--- src/rtl/div.sv ---
// 32-bit restoring divider for the EX stage: one quotient bit per cycle, with a
// single-cycle fast path for a zero divisor and an abort when EX drops its request.
module div (
    input  logic        clk,
    input  logic        rst,
    input  logic        div_start,
    input  logic        div_signed,
    input  logic [31:0] div_data1,
    input  logic [31:0] div_data2,
    output logic        div_done,
    output logic [63:0] div_result
);

    // state | meaning
    // IDLE  | waiting for div_start; latches operands on acceptance
    // BUSY  | one shift-subtract step per cycle, counter 0..31
    // DONE  | div_done high for one cycle, div_start ignored
    typedef enum logic [1:0] {IDLE, BUSY, DONE} state_t;

    state_t      state;
    logic [4:0]  cnt;
    logic [32:0] rem;
    logic [31:0] quo;
    logic [31:0] dvsr;
    logic        sgn_q;
    logic        s1_q;
    logic        s2_q;

    logic [31:0] mag1;
    logic [31:0] mag2;
    logic [33:0] shifted;
    logic [33:0] diff;
    logic [32:0] rem_nxt;
    logic [31:0] quo_nxt;
    logic        q_neg;
    logic        r_neg;
    logic [31:0] q_fin;
    logic [31:0] r_fin;

    always_comb begin
        mag1    = (div_signed && div_data1[31]) ? (~div_data1 + 32'd1) : div_data1;
        mag2    = (div_signed && div_data2[31]) ? (~div_data2 + 32'd1) : div_data2;
        shifted = {rem, quo[31]};
        diff    = shifted - {2'b00, dvsr};
        if (!diff[33]) begin
            rem_nxt = diff[32:0];
            quo_nxt = {quo[30:0], 1'b1};
        end else begin
            rem_nxt = shifted[32:0];
            quo_nxt = {quo[30:0], 1'b0};
        end
        // 0x80000000 / -1 wraps naturally: magnitude quotient 0x80000000, no negation
        q_neg = sgn_q & (s1_q ^ s2_q);
        r_neg = sgn_q & s1_q;
        q_fin = q_neg ? (~quo_nxt + 32'd1) : quo_nxt;
        r_fin = r_neg ? (~rem_nxt[31:0] + 32'd1) : rem_nxt[31:0];
    end

    always_ff @(posedge clk or posedge rst) begin
        if (rst) begin
            state      <= IDLE;
            cnt        <= 5'd0;
            rem        <= 33'd0;
            quo        <= 32'd0;
            dvsr       <= 32'd0;
            sgn_q      <= 1'b0;
            s1_q       <= 1'b0;
            s2_q       <= 1'b0;
            div_done   <= 1'b0;
            div_result <= 64'h0;
        end else begin
            case (state)
                IDLE: begin
                    div_done <= 1'b0;
                    if (div_start) begin
                        sgn_q <= div_signed;
                        s1_q  <= div_data1[31];
                        s2_q  <= div_data2[31];
                        quo   <= mag1;
                        dvsr  <= mag2;
                        rem   <= 33'd0;
                        cnt   <= 5'd0;
                        if (div_data2 == 32'd0) begin
                            div_result <= {div_data1, 32'hFFFF_FFFF};
                            div_done   <= 1'b1;
                            state      <= DONE;
                        end else begin
                            state <= BUSY;
                        end
                    end
                end
                BUSY: begin
                    if (!div_start) begin
                        state <= IDLE;
                    end else begin
                        rem <= rem_nxt;
                        quo <= quo_nxt;
                        cnt <= cnt + 5'd1;
                        if (cnt == 5'd31) begin
                            div_result <= {r_fin, q_fin};
                            div_done   <= 1'b1;
                            state      <= DONE;
                        end
                    end
                end
                DONE: begin
                    div_done <= 1'b0;
                    state    <= IDLE;
                end
                default: begin
                    div_done <= 1'b0;
                    state    <= IDLE;
                end
            endcase
        end
    end

endmodule

--- config.mk ---
export PLATFORM = sky130hd
export DESIGN_NAME = div
export DESIGN_NICKNAME = d
export VERILOG_FILES = /design/src/rtl/div.sv
export SDC_FILE = /design/constraint.sdc
export NUM_CORES = 1
export LEC_CHECK = 0
export ABC_AREA = 1
export CORE_MARGIN = 2
export CORE_UTILIZATION = 50
export CTS_CLUSTER_SIZE = 30
export DETAILED_ROUTE_END_ITERATION = 7
export DONT_BUFFER_PORTS = 1
export PLACE_DENSITY_LB_ADDON = 0.15
export SYNTH_ARGS = -nofsm -noshare
export SYNTH_HDL_FRONTEND = slang
export SYNTH_SLANG_ARGS = --single-unit
--- constraint.sdc ---
create_clock -name clk -period 7.9 [get_ports clk]
set_input_delay 1.58 -clock clk [delete_from_list [all_inputs] [get_ports clk]]
set_output_delay 1.58 -clock clk [all_outputs]
set_load 0.005 [all_outputs]
==> flow_summary.yaml <==
outcome:
  outcome: "complete, no violations"
cts:
  clk_path_buf_depth: 2
  clkLatencyLatePin_ns: 0.45
  cts_hold_buffers: 0
  cts_root_buf: "clkbuf_16"
  post_cts_buffers: 0
  cts_max_level: 4
  cts_buffers: 17
  clkTransAtPathRegs_ns: 0.08
  cts_tree: "built"
  cts.sinks: 172
  cts_resized: 0
floorplanning:
  die_w_um: 169
  start_util_pct: 50.6
  dieArea_um2: 28500
  die_h_um: 169
  num_rows: 60
  core_area_um2: 26800
  io_pins: 133
logic_synthesis:
  avgSynthCellArea_um2: 6.61
  yosys_warnings: 0
  ys_top_cells_by_count: "583 x nand2_1, 251 x inv_1, 211 x nor2_1, 177 x nand3_1, 172 x dfrtp_1"
  synth_area_um2: 13600
  yosysSeqAreaShare_pct: 31.7
  yosys-top-cells-area: "dfrtp_1 32%, nand2_1 16%, inv_1 6.9%"
  synth_edf_count: 0
  post-synth-top-count-cell: "nand2_1"
  syn_nets: 2160
  synthDominantCellAreaShare_pct: 31.7
  ys.flop_type: "dfrtp_1"
  synth.largest_area_cell: "dfrtp_1"
  netlist_instances: 2053
  async_reset_ff_share_pct: 100
  yosys_register_bits: 172
  yosysUniqueCellTypes: 60
grt:
  grt_max_degree: 109
  grt_pass1_wl_um: 67000
  grt-ovfl-total: 0
  antenna_found_initial: 0
  grt_usage_pct: 29.7
  grt_pass1_vias: 12400
worst_setup_path:
  criticalPathCategory: "primary input to flip-flop"
  r2r_slack_ns: 2.73
  cp-start-kind: "primary input"
  worst-path-buf-inv: 3
  r2r_cells: 22
  crit_fanout: 49
  worst_r2r_endpoint: "div_result[30]"
  crit_end: "div_result[32]"
  cp-end-kind: "flip-flop"
  path_delay_family: "simple AND/OR/NAND/NOR gates"
  critPathArrivalTime_ns: 5.58
  cp_cell_sequence: "inv_1 -> ha_1 -> nand4_1 -> nor3_1 -> nand3_1 -> nor4_2 -> nand4_1 -> o31ai_1 -> nand2_2 -> inv_2 -> buf_4 -> o21ai_0 -> o21ai_0"
  max_stage_delay_ns: 0.81
  path_depth: 13
  worst-endpoint-required_ns: 8.27
  reg2reg_from: "rem[21]"
  crit_slowest_cell: "inv_2"
  setup.worst_path.start: "div_data2[0]"
timing:
  post-route-period-util_pct: 66.0
  relSlewSlack_pct: 27.9
  hold_viol_final: 0
  rsz0062_at_grt: "no"
  layout_min_cycle_time_ns: 5.21
  setup_tns_ns: 0
  setup-violations-final: 0
  finClkSkew_ns: 0.0208
  worst_slack_ns: 2.69
  tightest_slew_ns: 1.07
  max_freq_ghz: 0.192
  maxSlewViolCount: 0
detailed_routing:
  drcViolationCount: 0
  drtAntennaViolNets: 0
  vias: 13500
  avgViaCountPerCell: 5.73
  finalWirelength_um: 41900
  drt_iter0_drc: 1266
  wire_per_inst_um: 17.7
  drtPass1Iterations: 6
finish:
  final_nets: 2115
  layout-drive-gt1-share_pct: 6.83
  diodes: 0
  finalInstanceArea_um2: 14300
  n_fill_cell: 2681
  areaGrowthSynthToFinish_pct: 5.46
power:
  power.leakage_uw: 0.00714
  swShare_pct: 57.3
  p_int_uw: 3230
  pwr-share-seq_pct: 21.0
  p_clk_share_pct: 11.5
  power_density_nw_per_um2: 527
  p_sw_uw: 4320
  pwr-share-comb_pct: 67.5
  ir_drop_v: 0.000222
min_path:
  min_delay_path_depth: 1
  hold_class: "flip-flop to flip-flop"
run:
  max_cap_viol_count: 0
place:
  dpl.hpwl_um: 31800
  place_congestion: 0.941
  place_area_um2: 13700
  numPortBuffers: 0
  dp_slack_ns: 2.21
worst min path at each step:
stage / startpoint / endpoint / slack (ns)
after detailed placement: cnt[3] / cnt[3] / 0.46
after global routing: cnt[3] / cnt[3] / 0.50
after floorplan: cnt[3] / cnt[3] / 0.43
after global placement: cnt[3] / cnt[3] / 0.45
final: cnt[3] / cnt[3] / 0.48
after CTS: cnt[3] / cnt[3] / 0.47
power by group through the flow:
stage	Clock, uW	Combinational, uW	Sequential (uW)
3_3_place_gp	0	4950	1590
3_5_place_dp	0	5010	1590
4_1_cts	876	5030	1580
5_1_grt	913	5720	1630
2_1_floorplan	0	4000	1470
6_report	868	5100	1580
cell families (layout without fill, tap and decap cells):
family | count (synthesis) | in the layout | share of synthesized area [%]
DFF | 172 | 172 | 31.7
AOI/OAI and AO/OA | 353 | 353 | 15.6
muxes | 2 | 2 | 0.148
adders and majority gates | 39 | 39 | 3.65
buffers and inverters | 337 | 305 | 10.2
xor gates and xnor gates | 50 | 50 | 3.23
and+or+nand+nor | 1100 | 1100 | 35.5
cells in the final DEF, fill, tap and decap left out, types with 3 or more instances in the layout:
cell type / netlist / layout
a21o_1: 5 / 5
clkbuf_16: 0 / 17
nor3_2: 7 / 7
o21ai_0: 118 / 118
nand3_2: 5 / 5
a21oi_2: 6 / 6
nand2_4: 9 / 9
nor4_1: 6 / 6
xnor2_1: 13 / 13
clkinv_1: 6 / 6
a41oi_1: 8 / 8
o21bai_1: 5 / 5
o21ai_1: 9 / 9
clkinv_8: 0 / 6
nand2_2: 25 / 26
a21oi_1: 85 / 85
nor2_4: 4 / 6
a31oi_1: 24 / 24
or2_2: 6 / 6
o22ai_1: 31 / 31
nand2_1: 583 / 582
o311ai_0: 9 / 9
xor2_1: 37 / 37
inv_6: 0 / 4
nand3_1: 177 / 177
dfrtp_1: 172 / 172
o21ai_2: 3 / 3
inv_1: 251 / 249
o221ai_1: 6 / 6
ha_1: 38 / 38
buf_4: 5 / 11
inv_2: 5 / 6
nor3_1: 17 / 17
o211ai_1: 22 / 22
o31ai_1: 6 / 6
nand3b_1: 12 / 12
nor2_2: 12 / 13
nand4_1: 18 / 18
nor2_1: 211 / 208
flip-flops by register name, summed over array words and instances, names as in the netlist, 2 cells and up:
register / flops
state: 2
div_result: 64
rem: 33
quo: 32
dvsr: 32
cnt: 5
metrics by stage:
stage	hold slack [ns]	std cells	power [uW]	util, %
after floorplan	0.433	2053	5470	-
after global placement	0.450	2330	6530	51.1
after detailed placement	0.461	2330	6610	51.1
after CTS	0.473	2362	7490	53.4
after global routing	0.499	2362	8260	53.4
final	0.478	2362	7550	53.4
layout make-up:
class                           instances  area, um2  area share [%]
Multi-Input combinational cell       1544       7910            55.2
Clock buffer                           17        425            2.97
Sequential cell                       172       4300            30.1
Inverter                              262        988            6.91
Timing Repair Buffer                   11       82.6           0.577
Clock inverter                         15        176            1.23
Tap cell                              341        427            2.98
metal layers:
| layer | vias up | routed length (um) | track usage [%] |
|---|---|---|---|
| li1 | 6637 | - | - |
| met1 | 6312 | 19400 | 43.0 |
| met2 | 526 | 18400 | 45.5 |
| met3 | 71 | 2980 | 4.63 |
| met4 | 0 | 1110 | 9.48 |
| met5 | - | 0 | 0 |
worst register-to-register path, stage by stage (launching register included):
cell and delay [ns]:
dfrtp_1 0.42, ha_1 0.38, a21oi_1 0.25, o21ai_1 0.12
inv_1 0.06, nand2_1 0.11, a21oi_4 0.26, nand3_4 0.33
nand2_4 0.47, ha_1 0.27, nand3_1 0.15, nor3_2 0.25
nand3_1 0.20, nor3_2 0.22, nand3_1 0.19, nor3_2 0.23
nand3_1 0.18, nor3_2 0.30, nand3_1 0.13, o21ai_0 0.24
nand3_1 0.10, o211ai_1 0.12, nand2_1 0.07
Note: power is estimated with default switching activity, not from simulation.
